==> src/rtl/cordic_host_seq.sv <==
// ---------------------------------------------------------------------------
// cordic_host_seq
//
// Host-side sequencer that sits directly in front of the CORDIC top-level.
// It buffers I/Q sample pairs from a valid/ready source in a small FIFO.
// For each pair it drives the top-level load port: I in one cycle, then Q in
// the next, with Enable and IN_N_OUT high in both cycles. It then collects
// the two result words (amplitude first, phase second) from Data_out /
// Data_Ready and presents them together as one result beat with backpressure.
//
// Parameters:
//   W        sample / result word width
//   DEPTH    input FIFO depth in I/Q pairs (power of two, >= 2)
//   TIMEOUT  maximum wait cycles per result word (timeout build only)
//
// Ports:
//   CLK1, RST             clock, synchronous active-high reset
//   in_valid / in_ready   input pair handshake; in_ready = FIFO not full
//   in_I, in_Q            input sample pair (two's complement)
//   Data_in               word driven to the top-level
//   Enable                load strobe to the top-level
//   IN_N_OUT              1 = load phase, 0 = readback phase
//   Data_out, Data_Ready  result word and its one-cycle valid pulse
//   res_valid / res_ready result beat handshake
//   res_AM, res_PM        amplitude and phase of the held result
//   busy                  sequencer is not idle
//   done_cnt              completed-transaction counter (wraps at 256)
//   err                   sticky result-timeout flag
//
// Build option:
//   CORDIC_HOST_SEQ_TIMEOUT_EN  enables a per-word wait counter. When the
//   counter expires, err is set, the partial result is dropped and the
//   sequencer returns to IDLE. Without the macro the WAIT states wait
//   indefinitely and err is tied to 0.
//
// States:
//   state   | meaning
//   IDLE    | waiting for a buffered pair and a free result slot
//   LOAD_I  | driving I on the load port
//   LOAD_Q  | driving Q on the load port
//   WAIT_AM | waiting for the amplitude word
//   WAIT_PM | waiting for the phase word
// ---------------------------------------------------------------------------
module cordic_host_seq #(
    parameter int W       = 13,
    parameter int DEPTH   = 4,
    parameter int TIMEOUT = 255
) (
    input  logic         CLK1,
    input  logic         RST,
    input  logic         in_valid,
    output logic         in_ready,
    input  logic [W-1:0] in_I,
    input  logic [W-1:0] in_Q,
    output logic [W-1:0] Data_in,
    output logic         Enable,
    output logic         IN_N_OUT,
    input  logic [W-1:0] Data_out,
    input  logic         Data_Ready,
    output logic         res_valid,
    input  logic         res_ready,
    output logic [W-1:0] res_AM,
    output logic [W-1:0] res_PM,
    output logic         busy,
    output logic [7:0]   done_cnt,
    output logic         err
);

    localparam int PW = (DEPTH > 1) ? $clog2(DEPTH) : 1;
    localparam int CW = PW + 1;

    typedef enum logic [2:0] {
        IDLE    = 3'd0,
        LOAD_I  = 3'd1,
        LOAD_Q  = 3'd2,
        WAIT_AM = 3'd3,
        WAIT_PM = 3'd4
    } state_t;

    state_t state;

    // ------------------------------------------------------------------
    // Input FIFO
    // ------------------------------------------------------------------
    logic [W-1:0]  mem_i [DEPTH];
    logic [W-1:0]  mem_q [DEPTH];
    logic [PW-1:0] wr_ptr;
    logic [PW-1:0] rd_ptr;
    logic [CW-1:0] count;
    logic          full;
    logic          empty;
    logic          push;
    logic          pop;

    assign full     = (count == CW'(DEPTH));
    assign empty    = (count == '0);
    assign in_ready = !full;
    // A full FIFO refuses a push even when the sequencer pops in the same cycle.
    assign push     = in_valid && !full;
    // A new pair is only started once the previous result has been taken.
    assign pop      = (state == IDLE) && !empty && !res_valid;
    assign busy     = (state != IDLE);

    // The storage needs no reset; the pointers and count define what is valid.
    always_ff @(posedge CLK1) begin
        if (push) begin
            mem_i[wr_ptr] <= in_I;
            mem_q[wr_ptr] <= in_Q;
        end
    end

    always_ff @(posedge CLK1) begin
        if (RST) begin
            wr_ptr <= '0;
            rd_ptr <= '0;
            count  <= '0;
        end else begin
            // Pointers are PW bits wide, so they wrap modulo DEPTH by themselves.
            if (push) wr_ptr <= wr_ptr + 1'b1;
            if (pop)  rd_ptr <= rd_ptr + 1'b1;
            case ({push, pop})
                2'b10:   count <= count + 1'b1;
                2'b01:   count <= count - 1'b1;
                default: count <= count;
            endcase
        end
    end

    // ------------------------------------------------------------------
    // Sequencer FSM with registered load-port and result outputs
    // ------------------------------------------------------------------
    logic [W-1:0] cur_q;

`ifdef CORDIC_HOST_SEQ_TIMEOUT_EN
    localparam logic [15:0] TO_LAST = 16'(TIMEOUT - 1);
    logic [15:0] wait_cnt;
`else
    assign err = 1'b0;
`endif

    always_ff @(posedge CLK1) begin
        if (RST) begin
            state     <= IDLE;
            Data_in   <= '0;
            Enable    <= 1'b0;
            IN_N_OUT  <= 1'b0;
            cur_q     <= '0;
            res_valid <= 1'b0;
            res_AM    <= '0;
            res_PM    <= '0;
            done_cnt  <= '0;
`ifdef CORDIC_HOST_SEQ_TIMEOUT_EN
            wait_cnt  <= '0;
            err       <= 1'b0;
`endif
        end else begin
            if (res_valid && res_ready) begin
                res_valid <= 1'b0;
            end

            case (state)
                IDLE: begin
                    if (pop) begin
                        state    <= LOAD_I;
                        Data_in  <= mem_i[rd_ptr];
                        cur_q    <= mem_q[rd_ptr];
                        Enable   <= 1'b1;
                        IN_N_OUT <= 1'b1;
                    end
                end

                LOAD_I: begin
                    state   <= LOAD_Q;
                    Data_in <= cur_q;
                end

                LOAD_Q: begin
                    // Data_in keeps Q through the readback phase.
                    state    <= WAIT_AM;
                    Enable   <= 1'b0;
                    IN_N_OUT <= 1'b0;
`ifdef CORDIC_HOST_SEQ_TIMEOUT_EN
                    wait_cnt <= '0;
`endif
                end

                WAIT_AM: begin
                    if (Data_Ready) begin
                        res_AM <= Data_out;
                        state  <= WAIT_PM;
`ifdef CORDIC_HOST_SEQ_TIMEOUT_EN
                        wait_cnt <= '0;
                    end else if (wait_cnt == TO_LAST) begin
                        err   <= 1'b1;
                        state <= IDLE;
                    end else begin
                        wait_cnt <= wait_cnt + 16'd1;
`endif
                    end
                end

                WAIT_PM: begin
                    // A word arriving on the expiry cycle still counts as a success.
                    if (Data_Ready) begin
                        res_PM    <= Data_out;
                        res_valid <= 1'b1;
                        done_cnt  <= done_cnt + 8'd1;
                        state     <= IDLE;
`ifdef CORDIC_HOST_SEQ_TIMEOUT_EN
                    end else if (wait_cnt == TO_LAST) begin
                        err   <= 1'b1;
                        state <= IDLE;
                    end else begin
                        wait_cnt <= wait_cnt + 16'd1;
`endif
                    end
                end

                default: begin
                    state <= IDLE;
                end
            endcase
        end
    end

endmodule

==> config.mk <==
export PLATFORM = sky130hd
export DESIGN_NAME = cordic_host_seq
export DESIGN_NICKNAME = d
export VERILOG_FILES = /design/src/rtl/cordic_host_seq.sv
export SDC_FILE = /design/constraint.sdc
export NUM_CORES = 1
export LEC_CHECK = 0
export ABC_AREA = 1
export CAP_MARGIN = 30
export CELL_PAD_IN_SITES_DETAIL_PLACEMENT = 0
export CELL_PAD_IN_SITES_GLOBAL_PLACEMENT = 1
export CORE_ASPECT_RATIO = 1.1
export CORE_MARGIN = 2
export CORE_UTILIZATION = 46
export CTS_CLUSTER_DIAMETER = 80
export DETAILED_ROUTE_END_ITERATION = 6
export GPL_TIMING_DRIVEN = 0
export PLACE_DENSITY_LB_ADDON = 0.1
export SYNTH_ARGS = -nofsm -noshare
export SYNTH_HDL_FRONTEND = slang
export SYNTH_SLANG_ARGS = --single-unit
==> constraint.sdc <==
create_clock -name CLK1 -period 3.55 [get_ports CLK1]
set_input_delay 0.71 -clock CLK1 [delete_from_list [all_inputs] [get_ports CLK1]]
set_output_delay 0.71 -clock CLK1 [all_outputs]
set_load 0.03 [all_outputs]
Word level (Yosys, flattened, before mapping)
Memories as Yosys holds them, arrays and structs flattened. A register that Yosys moved wholly into a read port is not among the register bits.
Index checks and enable logic that the tools add are counted.
- flip-flop bits (word level): 59
- memory bits (writable): 104
- input bits: 44
- output and inout bits: 53
- word-level logic and storage cells: 62
- memories kept: 2
- memory list (name ; words ; bits a word ; read ports ; clocked after memory_dff ; write ports ; RTL line ; source):
    mem_i ; 4 ; 13 ; 1 ; 1 ; 1 ; 85 ; logic [W-1:0] mem_i [DEPTH];
    mem_q ; 4 ; 13 ; 1 ; 1 ; 1 ; 86 ; logic [W-1:0] mem_q [DEPTH];
- add/subtract/negate cells: 5
- equality and inequality tests: 10
- muxes and demuxes: 16
- reductions and logical operators: 19
- operator list (kind ; count):
    $pmux 13 s2 ; 1
    $pmux 3 s5 ; 1
    $mux 13 ; 1
    $reduce_and 2->1 ; 5
    $mux 3 ; 3
    $add 8x1->8 const B ; 1
    $eq 3x2->1 const B ; 2
    $eq 3x3->1 const B ; 2
    $logic_not 3->1 ; 2
    $mux 1 ; 6
    $ne 2x2->1 const B ; 3
    $pmux 3 s2 ; 1
    $reduce_bool 2->1 ; 3
    $add 2x1->2 const B ; 2
    $logic_and 1x1->1 ; 4
    $mux 2 ; 2
    $add 3x1->3 const B ; 1
    $eq 3x1->1 const B ; 1
    $logic_not 1->1 ; 3
    $reduce_and 3->1 ; 1
    $reduce_bool 3->1 ; 1
    $sub 3x1->3 const B ; 1
    $eq 2x1->1 const B ; 1
    $eq 2x2->1 const B ; 1
    $pmux 1 s2 ; 1

Depth between registers and ports, before layout
- word-level depth: 6
- gate-level depth with buffers: 12
- mapped depth without buffers: 11

Worst setup path before layout
Ideal clock, no wire load.
- path kind: register to register
- start: register count[0]
- end: memory mem_i[0][0], enable pin
- library setup time: 0.409 ns
- arrival time: 2.010 ns
- required time: 3.141 ns
- path slack: 1.131 ns
- stages on the path, launching flop included: 5
- path buffers: 0
- clock period less this slack: 2.419 ns
- cells stage by stage: dfxtp_1 -> nor2_1 -> nand2_1 -> nand2_1 -> nor2_1
- word-level cells in the longest chain between the ends: 5
- RTL lines (what ; RTL line ; source):
    from (decl) ; 89 ; logic [CW-1:0] count;
    from (signal assigned) ; 122 ; 2'b10: count <= count + 1'b1;
    from (signal assigned) ; 123 ; 2'b01: count <= count - 1'b1;
    from (signal assigned) ; 124 ; default: count <= count;
    $eq 3x3->1 ; 95 ; assign full = (count == CW'(DEPTH));
    $logic_not 1->1 ; -- ;
    via in_ready ; 52 ; output logic in_ready,
    $logic_and 1x1->1 ; 99 ; assign push = in_valid && !full;
    $mux 1 ; 106 ; if (push) begin
    $mux 1 (not written as such) ; 107 ; mem_i[wr_ptr] <= in_I;
    to (decl) ; 85 ;
The timed path passes the listed nets, and every way through them passes these cells.

Worst setup path in the final report
- start: register state[2]
- end: output port busy
- word-level cells in the longest chain between the ends: 1
- RTL lines (what ; RTL line ; source):
    from (decl) ; 80 ; state_t state;
    from (signal assigned) ; 143 ; state <= IDLE;
    from (signal assigned) ; 164 ; state <= LOAD_I;
    from (signal assigned) ; 173 ; state <= LOAD_Q;
    $reduce_bool 3->1 ; 102 ; assign busy = (state != IDLE);
    to (decl) ; 64 ; output logic busy,
No other way between the ends.

==> out/qor.yml <==
status: "finished, final reports clean"
cts-root-buf: "clkbuf_16"
start_kind: "flip-flop"
clk_pin_slew_ns: 0.07
cts_tree: "yes"
viasPerCell: 5.01
final.setup.tns_ns: 0
syn_avg_cell_area_sq_um: 10.1
drive_above_1_share_pct: 12.2
synthArstFlopShare_pct: 0
start_util_pct: 47.1
clkLatencyLatePin_ns: 0.43
comb_power_share_pct: 30.9
dieArea_sq_mm: 0.0164
grt-ovfl-total: 0
dr.pass1.iters: 5
post_drt_wl_per_cell_microns: 15.5
synth_nets: 751
vias: 5123
hold_start: "res_AM[10]"
fmax_mhz: 397
critPathKind: "reg2out"
grt_max_degree: 27
sequentialPowerShare_pct: 40.7
period_minus_slack_ns: 2.52
cts_hold_buf: 0
drt_iter0_markers: 271
htree_levels: 4
antenna_cells: 0
row_count: 47
drcViolationCount: 0
n_fill_cell: 1329
finClkSkew_ns: 0.00746
worstSetupEndpoint: "busy"
grt_antenna_before_repair: 0
ys.warnings.count: 0
nets: 865
reg2reg_depth: 12
wirelength_microns: 15800
p_sw_share_pct: 35.0
reg2reg_slack_ns: 1.24
area_growth_pct: 25.4
yosysUniqueCellTypes: 33
grt_pass1_vias: 5029
grt_use_total_pct: 20.0
worst_slew_pin_slew_ns: 0.927
cts_setup_buffers: 0
hp-class: "reg2reg"
cp-end-kind: "output port"
grt_pass1_wl_microns: 25200
drtAntennaViolNets: 0
worst_ep_arrival_time_ns: 1.81
r2r_start: "count[0]"
cp_data_required_time_ns: 2.84
p_int_uw: 4140
fp.coreArea_sq_mm: 0.0151
yosysSeqAreaShare_pct: 64.9
synth_edf_count: 104
p_per_area_mw_per_mm2: 717
cts_made_buffers: 17
vdd_drop_max_uv: 389
synthFlopType: "edfxtp_1"
clockBufferDepth: 2
power.leakage_uw: 0.00332
rr_endpoint: "count[2]"
worst_slack_ns: 1.03
place.gp.congestion: 0.805
portBuffers: 95
relSlewSlack_pct: 38.1
hold_viol_final: 0
hold_ws_ns: 0.463
cts.sinks: 178
die_w_microns: 122
die_h_microns: 134
setup_viol: 0
synthesis.area_sq_mm: 0.00709
drv_slew: 0
pre_cts_ws_ns: 0.753
p_sw_uw: 2230
cp_max_fo: 5
post_cts_resized: 0
clock_power_share_pct: 28.4
rsz0062_at_grt: "no"
postSynthCellCount: 700
ios: 97
ys_ff_latch: 178
fin_crit_sh_pct: 71.0
place_area_sq_mm: 0.00832
design_area_sq_mm: 0.00889
crit_path_start: "state[2]"
max_cap_violations: 0
dp_hpwl_microns: 11000
[sequential cells by signal, indices dropped and copies added (netlist names), named ones only]
register   count
res_AM        13
cur_q         13
res_PM        13
mem_q         52
wr_ptr         2
done_cnt       8
res_valid      1
rd_ptr         2
mem_i         52
Data_in       13
count          3
state          3
IN_N_OUT       1
[through the flow]
stage | total power, uW | std cells | util (%)
after floorplan | 3980 | 700 | -
after global placement | 4580 | 991 | 55.1
after detailed placement | 4630 | 991 | 55.3
after CTS | 6430 | 1023 | 59.1
after global routing | 6770 | 1023 | 59.1
final | 6380 | 1023 | 59.1
[metal layers]
metal / vias to the layer above / global-route usage, % / share of wire (%)
met4: 0 / 7.22 / 1.4
met5: - / 0 / 0
li1: 2576 / - / -
met1: 2408 / 24.6 / 43
met3: 20 / 3.78 / 4.6
met2: 119 / 35.0 / 51
[cells in the mapped netlist (3+ instances only)]
cell	instances	area [sq um]
o21ai_0	63	315
o21ai_2	7	61.3
edfxtp_1	104	3120
dfxtp_1	74	1480
clkbuf_1	12	45.0
a21oi_1	26	130
nand2_1	86	323
inv_1	52	195
nand3_1	29	145
inv_2	8	30.0
nor2_1	141	529
buf_4	5	37.5
o22ai_1	20	125
ha_1	6	75.1
nor2_4	3	33.8
o21ai_1	14	70.1
buf_2	12	60.1
nor2_2	18	113
[cells by family (layout without fill, tap and decap cells)]
| logic type | count (synthesis) | after routing | share of synthesized area, % |
|---|---|---|---|
| AOI/OAI and AO/OA | 133 | 133 | 10.2 |
| adders and majority gates | 7 | 7 | 1.34 |
| DFF | 178 | 178 | 64.9 |
| other | 1 | 1 | 0.0529 |
| buffers and inverters | 95 | 222 | 5.98 |
| and+or+nand+nor | 286 | 286 | 17.5 |
[worst max-delay path, stage by stage, from the launching register on]
cell and delay [ns]:
dfxtp_1 0.50, inv_2 0.07, nand2_1 0.11, clkdlybuf4s50_1 0.71
[worst min path at each step]
| stage | endpoint | cells past startpoint |
|---|---|---|
| 2_1_floorplan | count[0] | 1 |
| 3_3_place_gp | res_AM[4] | 2 |
| 3_5_place_dp | res_AM[10] | 2 |
| 4_1_cts | res_AM[10] | 2 |
| 5_1_grt | res_AM[1] | 2 |
| 6_report | res_AM[10] | 2 |
[final cells by class]
| cell class | count | area (sq um) | area share, % |
|---|---|---|---|
| buffer | 34 | 193 | 2.17 |
| clock buffer | 17 | 425 | 4.78 |
| clock inverter | 15 | 148 | 1.66 |
| inverter | 61 | 231 | 2.60 |
| multi-input combinational | 427 | 2090 | 23.5 |
| sequential | 178 | 4600 | 51.8 |
| tap | 196 | 245 | 2.76 |
| timing repair buffer | 95 | 951 | 10.7 |
[power by group through the flow]
stage	sequential (uW)	combinational, uW	clock [uW]
6_report	2590	1970	1810
5_1_grt	2620	2210	1940
4_1_cts	2600	1990	1840
3_5_place_dp	2640	1990	0
3_3_place_gp	2640	1940	0
2_1_floorplan	2720	1260	0
[placed cells by master (no fill, tap or decap), drive strengths merged, types with 2 or more instances in the layout]
cell             n
a21oi           27
buf             22
clkbuf          29
clkdlybuf4s50   95
clkinv           2
clkinvlp         4
dfxtp           74
edfxtp         104
ha               6
inv             69
nand2           89
nand3           31
nand4            2
nor2           162
nor3             2
o21ai           84
o22ai           20
Power figures use the tool's default switching activity.
